==> config.mk <==
export PLATFORM = sky130hd
export DESIGN_NAME = ibex_fetch_queue
export DESIGN_NICKNAME = d
export VERILOG_FILES = /design/src/rtl/ibex_pkg.sv /design/src/rtl/ibex_fetch_queue_ctrl.sv /design/src/rtl/ibex_fetch_queue.sv
export SDC_FILE = /design/constraint.sdc
export NUM_CORES = 1
export LEC_CHECK = 0
export ABC_AREA = 1
export CORE_ASPECT_RATIO = 0.8
export CORE_MARGIN = 3
export CORE_UTILIZATION = 30
export DETAILED_ROUTE_END_ITERATION = 16
export GPL_TIMING_DRIVEN = 0
export PLACE_DENSITY = 0.61
export SYNTH_ARGS = -nofsm -noshare
export SYNTH_HDL_FRONTEND = slang
export SYNTH_HIERARCHICAL = 1
export SYNTH_SLANG_ARGS = --single-unit
==> constraint.sdc <==
create_clock -name clk_i -period 4.05 [get_ports clk_i]
set_clock_uncertainty 0.1 [all_clocks]
set_input_delay 0.81 -clock clk_i [delete_from_list [all_inputs] [get_ports clk_i]]
set_output_delay 0.81 -clock clk_i [all_outputs]
set_load 0.1 [all_outputs]
==> src/rtl/ibex_pkg.sv <==
// rtl/ibex_pkg.sv - shared fetch-entry type and fetch queue limits
package ibex_pkg;

  localparam int unsigned FetchQueueDepthMin = 2;
  localparam int unsigned FetchQueueDepthMax = 16;
  localparam int unsigned FetchDataWidthMax  = 64;

  // One buffered fetch word; rdata is sized for the widest supported DataWidth.
  typedef struct packed {
    logic [FetchDataWidthMax-1:0] rdata;
    logic [31:0]                  addr;
    logic                         err;
  } fetch_entry_t;

endpackage

==> src/rtl/ibex_fetch_queue_ctrl.sv <==
// rtl/ibex_fetch_queue_ctrl.sv - read/write pointers and occupancy of the fetch queue
module ibex_fetch_queue_ctrl #(
  parameter int unsigned Depth = 4
) (
  input  logic                       clk_i,
  input  logic                       rst_ni,
  input  logic                       flush,
  input  logic                       push,
  input  logic                       pop,
  output logic [$clog2(Depth)-1:0]   wr_ptr,
  output logic [$clog2(Depth)-1:0]   rd_ptr,
  output logic [$clog2(Depth+1)-1:0] occupancy
);

  localparam int unsigned PtrW = $clog2(Depth);
  localparam int unsigned CntW = $clog2(Depth+1);
  localparam logic [PtrW-1:0] LastPtr = PtrW'(Depth - 1);

  logic [PtrW-1:0] wr_ptr_d;
  logic [PtrW-1:0] rd_ptr_d;
  logic [CntW-1:0] occ_d;

  // Pointers wrap explicitly at Depth-1 so non-power-of-two depths work; flush wins.
  always_comb begin
    wr_ptr_d = wr_ptr;
    rd_ptr_d = rd_ptr;
    occ_d    = occupancy;
    if (flush) begin
      wr_ptr_d = '0;
      rd_ptr_d = '0;
      occ_d    = '0;
    end else begin
      if (push) wr_ptr_d = (wr_ptr == LastPtr) ? '0 : wr_ptr + 1'b1;
      if (pop)  rd_ptr_d = (rd_ptr == LastPtr) ? '0 : rd_ptr + 1'b1;
      if (push && !pop)      occ_d = occupancy + 1'b1;
      else if (pop && !push) occ_d = occupancy - 1'b1;
    end
  end

  // Pointer and occupancy registers, cleared asynchronously.
  always_ff @(posedge clk_i or negedge rst_ni) begin
    if (!rst_ni) begin
      wr_ptr    <= '0;
      rd_ptr    <= '0;
      occupancy <= '0;
    end else begin
      wr_ptr    <= wr_ptr_d;
      rd_ptr    <= rd_ptr_d;
      occupancy <= occ_d;
    end
  end

endmodule

==> src/rtl/ibex_fetch_queue.sv <==
// rtl/ibex_fetch_queue.sv - instruction fetch FIFO; IBEX_FETCH_QUEUE_BYPASS_EN adds an empty-queue bypass
module ibex_fetch_queue
  import ibex_pkg::*;
#(
  parameter int unsigned Depth     = 4,
  parameter int unsigned DataWidth = 32,
  parameter bit          ResetAll  = 1'b0
) (
  input  logic                       clk_i,
  input  logic                       rst_ni,
  input  logic                       flush_i,
  input  logic                       in_valid_i,
  output logic                       in_ready_o,
  input  logic [DataWidth-1:0]       in_rdata_i,
  input  logic [31:0]                in_addr_i,
  input  logic                       in_err_i,
  output logic                       out_valid_o,
  input  logic                       out_ready_i,
  output logic [DataWidth-1:0]       out_rdata_o,
  output logic [31:0]                out_addr_o,
  output logic                       out_err_o,
  output logic [$clog2(Depth+1)-1:0] occupancy_o,
  output logic                       busy_o
);

  localparam int unsigned PtrW = $clog2(Depth);
  localparam int unsigned CntW = $clog2(Depth+1);

  if (Depth < FetchQueueDepthMin || Depth > FetchQueueDepthMax ||
      DataWidth > FetchDataWidthMax) begin : g_param_err
    $error("ibex_fetch_queue: unsupported Depth or DataWidth");
  end

  logic [PtrW-1:0] wr_ptr;
  logic [PtrW-1:0] rd_ptr;
  logic [CntW-1:0] occupancy;
  logic            empty;
  logic            push;
  logic            pop;
  logic            store;
  fetch_entry_t    in_entry;
  fetch_entry_t    mem [Depth];

  assign empty       = (occupancy == '0);
  assign in_ready_o  = (occupancy != CntW'(Depth));
  assign push        = in_valid_i & in_ready_o;
  assign occupancy_o = occupancy;
  assign busy_o      = ~empty;

`ifdef IBEX_FETCH_QUEUE_BYPASS_EN
  logic bypass;
  // An empty queue shows the incoming word directly; if ID takes it, it never enters storage.
  assign bypass      = empty & in_valid_i;
  assign out_valid_o = ~empty | in_valid_i;
  assign out_rdata_o = bypass ? in_rdata_i : mem[rd_ptr].rdata[DataWidth-1:0];
  assign out_addr_o  = bypass ? in_addr_i  : mem[rd_ptr].addr;
  assign out_err_o   = bypass ? in_err_i   : mem[rd_ptr].err;
  assign pop         = ~empty & out_ready_i;
  assign store       = push & ~(bypass & out_ready_i);
`else
  assign out_valid_o = ~empty;
  assign out_rdata_o = mem[rd_ptr].rdata[DataWidth-1:0];
  assign out_addr_o  = mem[rd_ptr].addr;
  assign out_err_o   = mem[rd_ptr].err;
  assign pop         = out_valid_o & out_ready_i;
  assign store       = push;
`endif

  // Pack the incoming word into a storage entry, unused rdata bits held at zero.
  always_comb begin
    in_entry                      = '0;
    in_entry.rdata[DataWidth-1:0] = in_rdata_i;
    in_entry.addr                 = in_addr_i;
    in_entry.err                  = in_err_i;
  end

  ibex_fetch_queue_ctrl #(
    .Depth(Depth)
  ) u_ctrl (
    .clk_i    (clk_i),
    .rst_ni   (rst_ni),
    .flush    (flush_i),
    .push     (store),
    .pop      (pop),
    .wr_ptr   (wr_ptr),
    .rd_ptr   (rd_ptr),
    .occupancy(occupancy)
  );

  if (ResetAll) begin : g_mem_rst
    // Entry storage with reset, so the head fields read zero out of reset.
    always_ff @(posedge clk_i or negedge rst_ni) begin
      if (!rst_ni) begin
        for (int unsigned i = 0; i < Depth; i++) mem[i] <= '0;
      end else if (store && !flush_i) begin
        mem[wr_ptr] <= in_entry;
      end
    end
  end else begin : g_mem_nr
    // Entry storage without reset; contents are only observed while valid.
    always_ff @(posedge clk_i) begin
      if (store && !flush_i) mem[wr_ptr] <= in_entry;
    end
  end

endmodule
==> results of run 1 <==
-- cells in the mapped netlist, drive strengths merged (2+ instances only) --
master / n
o21ai: 4
nand4: 2
buf: 43
nor2: 140
nand2: 278
dfrtp: 7
a21oi: 2
inv: 142
nand3: 5
edfxtp: 260
a21boi: 2
o211ai: 65
-- stage by stage --
step	cell area (um^2)	util (%)	total power [mW]	setup WS [ns]
global placement	13200	36.3	8.11	-1.26
floorplan	11200	-	6.92	-0.439
detailed placement	13400	36.9	8.16	0.463
CTS	14300	39.3	10.6	0.000772
finish	14300	39.5	10.4	0.240
global route	14300	39.5	10.9	0.0557
-- power breakdown --
| group | internal (mW) | switching (mW) | total [mW] |
|---|---|---|---|
| sequential | 3.19 | 0.0566 | 3.25 |
| clock | 1.48 | 1.04 | 2.52 |
| combinational | 1.01 | 3.67 | 4.68 |
-- flip-flops by register name, summed over array words and instances (netlist names) --
name              flops
u_ctrl/wr_ptr         2
u_ctrl/occupancy      3
u_ctrl/rd_ptr         2
mem                 260
-- repair_timing --
| action | CTS | global route |
|---|---|---|
| resized for setup | 34 | 31 |
| endpoints found under the setup margin | 34 | 31 |
| pin swaps | 0 | 0 |
| buffers inserted | 0 | 0 |
-- cells by family after synthesis --
logic type               Yosys count  synth area share (%)
adder cells (fa/ha/maj)            2                 0.291
buffers and inverters            186                  7.66
AND/OR/NAND/NOR                  425                  14.4
AO/OA/AOI/OAI                     74                  6.13
flip-flops                       267                  71.4
XOR/XNOR                           1                0.0784
-- area by class of cell --
class                           count  area [um^2]
Buffer                             44          323
Clock buffer                       40          787
Clock inverter                     12          118
Fill cell                        3461        22000
Inverter                          142          533
Multi-Input combinational cell    502         2370
Sequential cell                   267         7980
Tap cell                          480          601
Timing Repair Buffer              148         1630
-- worst register-to-register path: stages, from the launching register on --
cell and delay (ns):
dfrtp_1 0.47, nand2_1 0.13, nand3_1 0.31, nor2_4 0.79, buf_12 0.30
-- how the worst max path moves through the flow --
stage	end	slack (ns)
after floorplan	mem[3][0]	-0.44
after global placement	mem[1][40]	-1.26
after detailed placement	out_rdata_o[6]	0.46
after CTS	out_addr_o[31]	0.0008
after global routing	out_rdata_o[6]	0.06
final	out_rdata_o[6]	0.24
-- cell usage in the layout, fill, tap and decap left out, types with 11 or more instances in the layout --
cell,instances
buf_4,14
edfxtp_1,260
dlygate4sd2_1,34
clkbuf_16,29
inv_1,139
o211ai_2,29
clkdlybuf4s50_1,75
nor2_1,135
o211ai_1,36
buf_2,18
dlymetal6s2s_1,31
buf_6,11
nand2_1,278
-- layer usage --
layer,global-route usage (%),up-vias,routed length [um]
met5,0,-,9
met4,2.29,2,395
met3,2.88,40,1200
met2,22.7,140,12500
met1,17.4,3365,12200
li1,-,3492,-
==> qor.txt, run 1 <==
outcome - finished clean
Top delay family on crit path - buffers and inverters
Fin. Hold Viols - 0
CTS tree - yes
final net count - 1,205
setup TNS - 0 ns
later-pin clock latency in the skew report - 0.54 ns
die footprint - 39,600 um^2
Startpoint Class - flip-flop
pin count of the biggest net entering global routing - 29
CP max stage delay - 0.88 ns
Reg2Reg Setup Slack - 1.62 ns
worst flop-to-flop path startpoint - u_ctrl/occupancy[2]
post-synthesis register bit count - 267
CP required - 3.14 ns
CTS buffer count - 28
dpl cells - 1,583
Yosys top cell area share - 69.8%
buffer levels on the longest clock path - 3
Setup CP Type - reg2out
# IOs - 141
Tightest Pin Transition - 1.06 ns
first-pass iteration count of the detailed router - 5
port bufs - 140
R2R cell count - 4
Reg2Reg Capture Point - mem[3][47]
worst rel slew slack - 29.7%
CP bufs+invs - 4
number of DRC markers in iteration 0 - 429
EDFF count, synth - 260
CP most frequent cell - buf_2
vias in the first global route - 7,031
Final HPWL DP - 17,400 um
RSZ-0062 raised after global routing - no
# setup viols final - 0
Yosys cell types - 24
YS warnings - 6
CTS Hold Buffers Added - 0
All-Layer GR Usage - 13.1%
Initial Util - 30.8%
Routed WL per cell - 16.1 um
Levels on crit path - 6
# DRC - 0
Peak VDD IR - 0.459 mV
Final Wtd Congestion - 0.745
Hold Crit Class - in2async
Die Wd - 222 um
CTS H-tree depth - 1
Die Ht - 179 um
leakage - 5.81 nW
Mapped Nets - 1,027
Fin Hold WS - 0.445 ns
global route overflow - 0
maximum clock rate - 262 MHz
Non-Filler Instances - 1,635
area leader, netlist - edfxtp_1
row count - 62
Pins Over Slew Limit - 0
Main synth FF type - edfxtp_1
Seq/Total Area, Yosys - 71.4%
CTS clk-pin slew, worst paths - 0.07 ns
root buffer cell - clkbuf_16
global-route wire length before repair - 40,300 um
Async SR Flop Fraction - 2.62%
CP Max Fanout - 10
CP max-delay cell - dlygate4sd2_1
n_diodes - 0
Max Cap Viol - 0
top post-synthesis cells by area - edfxtp_1 70%, nand2_1 9.3%, inv_1 4.7%, nor2_1 4.7%, o211ai_2 3.2%
share of cells above drive strength 1 - 11.3%
area delta synth->final - 28.3%
Final Cycle Share - 94.1%
power density cells - 728 nW/um^2
initial antenna violation count - 1
Via density - 4.31
remaining antenna violation count - 0
routed wire length - 26,300 um
Mapped Cells - 955
critical path capture point type - primary output
Sink Count - 267
core area - 36,300 um^2
Critical Path, Cell by Cell - inv_1 > buf_2 > buf_2 > o211ai_1 > nand2_1 > dlygate4sd2_1
DR vias - 7,039
Post-Syn Area per Cell - 11.7 um^2
Worst setup startpoint - u_ctrl/rd_ptr[1]
arrival time worst endpoint - 2.90 ns
synthesized area - 11,200 um^2
Tmin final - 3.81 ns
Power figures use the tool's default switching activity.
==> run 2, diff against run 1 <==
--- a/config.mk
+++ b/config.mk
@@ -9,9 +9,11 @@
 export CORE_ASPECT_RATIO = 0.8
 export CORE_MARGIN = 3
 export CORE_UTILIZATION = 30
+export CTS_BUF_LIST = sky130_fd_sc_hd__clkbuf_16
+export CTS_CLUSTER_SIZE = 12
 export DETAILED_ROUTE_END_ITERATION = 16
 export GPL_TIMING_DRIVEN = 0
-export PLACE_DENSITY = 0.61
+export PLACE_DENSITY = 0.47
 export SYNTH_ARGS = -nofsm -noshare
 export SYNTH_HDL_FRONTEND = slang
 export SYNTH_HIERARCHICAL = 1
==> run 2 against run 1 <==
Against the previous run:
- count of clock-buffer cells in the layout down 11
- power about the same
- flip-flop and latch count unchanged
- combinational power about the same
- critical path type unchanged
==> qor.txt, run 2 (synthesized netlist as in run 1, its figures left out) <==
Finished Core Util - 39.4%
# setup viols final - 0
power density cells - 730 nW/um^2
Place WS - 0.508 ns
initial antenna violation count - 0
setup TNS - 0 ns
Worst setup startpoint - u_ctrl/rd_ptr[1]
# DRC - 0
Final Wtd Congestion - 0.714
Hold Crit Class - reg2reg
R2R cell count - 4
final net count - 1,206
post-layout power - 10.4 mW
buffer levels on the longest clock path - 3
root buffer cell - clkbuf_16
Startpoint Class - flip-flop
CTS tree - yes
setup ws final - 0.108 ns
global route overflow - 0
later-pin clock latency in the skew report - 0.54 ns
Final HPWL DP - 17,100 um
Max Cap Viol - 0
Tmin final - 3.94 ns
maximum clock rate - 254 MHz
RSZ-0062 raised after global routing - no
Peak VDD IR - 0.467 mV
Sink Count - 267
total setup buffers inserted after CTS - 0
CP required - 3.14 ns
All-Layer GR Usage - 13.6%
arrival time worst endpoint - 3.03 ns
Initial Util - 30.8%
CTS H-tree depth - 1
pin count of the biggest net entering global routing - 28
CTS clk-pin slew, worst paths - 0.06 ns
n_diodes - 0
CP Max Fanout - 10
remaining antenna violation count - 0
Tightest Pin Transition - 1.09 ns
Top reg by flops - mem
first-pass iteration count of the detailed router - 4
share of cells above drive strength 1 - 10.8%
worst rel slew slack - 27.4%
# IOs - 141
dpl cells - 1,583
number of DRC markers in iteration 0 - 323
area delta synth->final - 28.0%
Reg2Reg Capture Point - mem[1][35]
routed wire length - 26,900 um
commonest cells after routing, fill and taps aside - 278 x nand2_1, 260 x edfxtp_1, 146 x inv_1
leakage - 5.83 nW
commonest non-fill, non-tap cell in the layout - nand2_1
die footprint - 39,600 um^2
critical path capture point type - primary output
Routed WL per cell - 16.4 um
global-route wire length before repair - 41,600 um
port bufs - 140
largest registers - mem (260), u_ctrl/occupancy (3)
core area - 36,300 um^2
Via density - 4.27
fill count - 3,523
Reg2Reg Setup Slack - 1.74 ns
Non-Filler Instances - 1,633
row count - 62
Setup CP Type - reg2out
Die Ht - 179 um
max reg flops - 260
Pins Over Slew Limit - 0
Placed Area - 13,400 um^2
Final Cycle Share - 97.3%
DR vias - 6,971
vias in the first global route - 7,010
CTS buffer count - 29
outcome - finished clean
Fin Hold WS - 0.430 ns
Die Wd - 222 um
Fin. Hold Viols - 0
crit path capture - out_addr_o[21]
worst flop-to-flop path startpoint - u_ctrl/occupancy[2]
final instance area - 14,300 um^2
==> run 2: changes by cell type in the layout (fill, tap and decap cells not counted), sizes merged <==
cell,before,now
clkinv,8,11
dlymetal6s2s,31,33
bufinv,2,3
dlygate4sd2,34,30
inv,143,149
clkinvlp,1,0
clkbuf,41,30
clkdlybuf4s50,75,77
==> run 2: worst max-delay path: stages (launching register included) <==
cell and delay (ns):
dfrtp_1 0.46, inv_1 0.12, buf_2 0.32, buf_4 0.29, o211ai_2 0.11, nand2_1 0.07
clkdlybuf4s50_1 1.12
==> run 2: layout make-up <==
class	count	area, um^2	area share, %
Clock inverter	21	163	1.14
Multi-Input combinational cell	502	2370	16.6
Inverter	142	533	3.73
Sequential cell	267	7980	55.8
Tap cell	480	601	4.20
Clock buffer	29	726	5.07
Buffer	44	323	2.26
Timing Repair Buffer	148	1610	11.2
==> run 2: per-layer routing <==
layer  vias up  global-route usage, %  part of all wire, %
li1       3488                      -                    -
met1      3293                   19.2                   49
met2       157                   22.2                   45
met4         0                   2.37                  1.6
met3        33                   2.57                  4.7
met5         -                      0                    0
==> run 2: power by group <==
group | internal, mW | switching, mW
logic | 1.01 | 3.68
registers | 3.19 | 0.0545
clock network | 1.47 | 1.03
==> run 2: worst min-delay path by stage <==
| stage | startpoint | endpoint | slack [ns] | cells past startpoint |
|---|---|---|---|---|
| after floorplan | u_ctrl/wr_ptr[0] | u_ctrl/wr_ptr[0] | 0.39 | 1 |
| after global routing | rst_ni | u_ctrl/occupancy[0] | 0.46 | 1 |
| after CTS | u_ctrl/wr_ptr[0] | u_ctrl/wr_ptr[0] | 0.43 | 1 |
| after global placement | u_ctrl/wr_ptr[0] | u_ctrl/wr_ptr[0] | 0.42 | 1 |
| after detailed placement | u_ctrl/wr_ptr[0] | u_ctrl/wr_ptr[0] | 0.42 | 1 |
| final | u_ctrl/wr_ptr[0] | u_ctrl/wr_ptr[0] | 0.43 | 1 |
==> run 2: timing repair <==
action	in CTS	in global routing
gates cloned	0	0
gates resized for setup	30	33
endpoints found under the setup margin	30	33
hold buffers	0	0
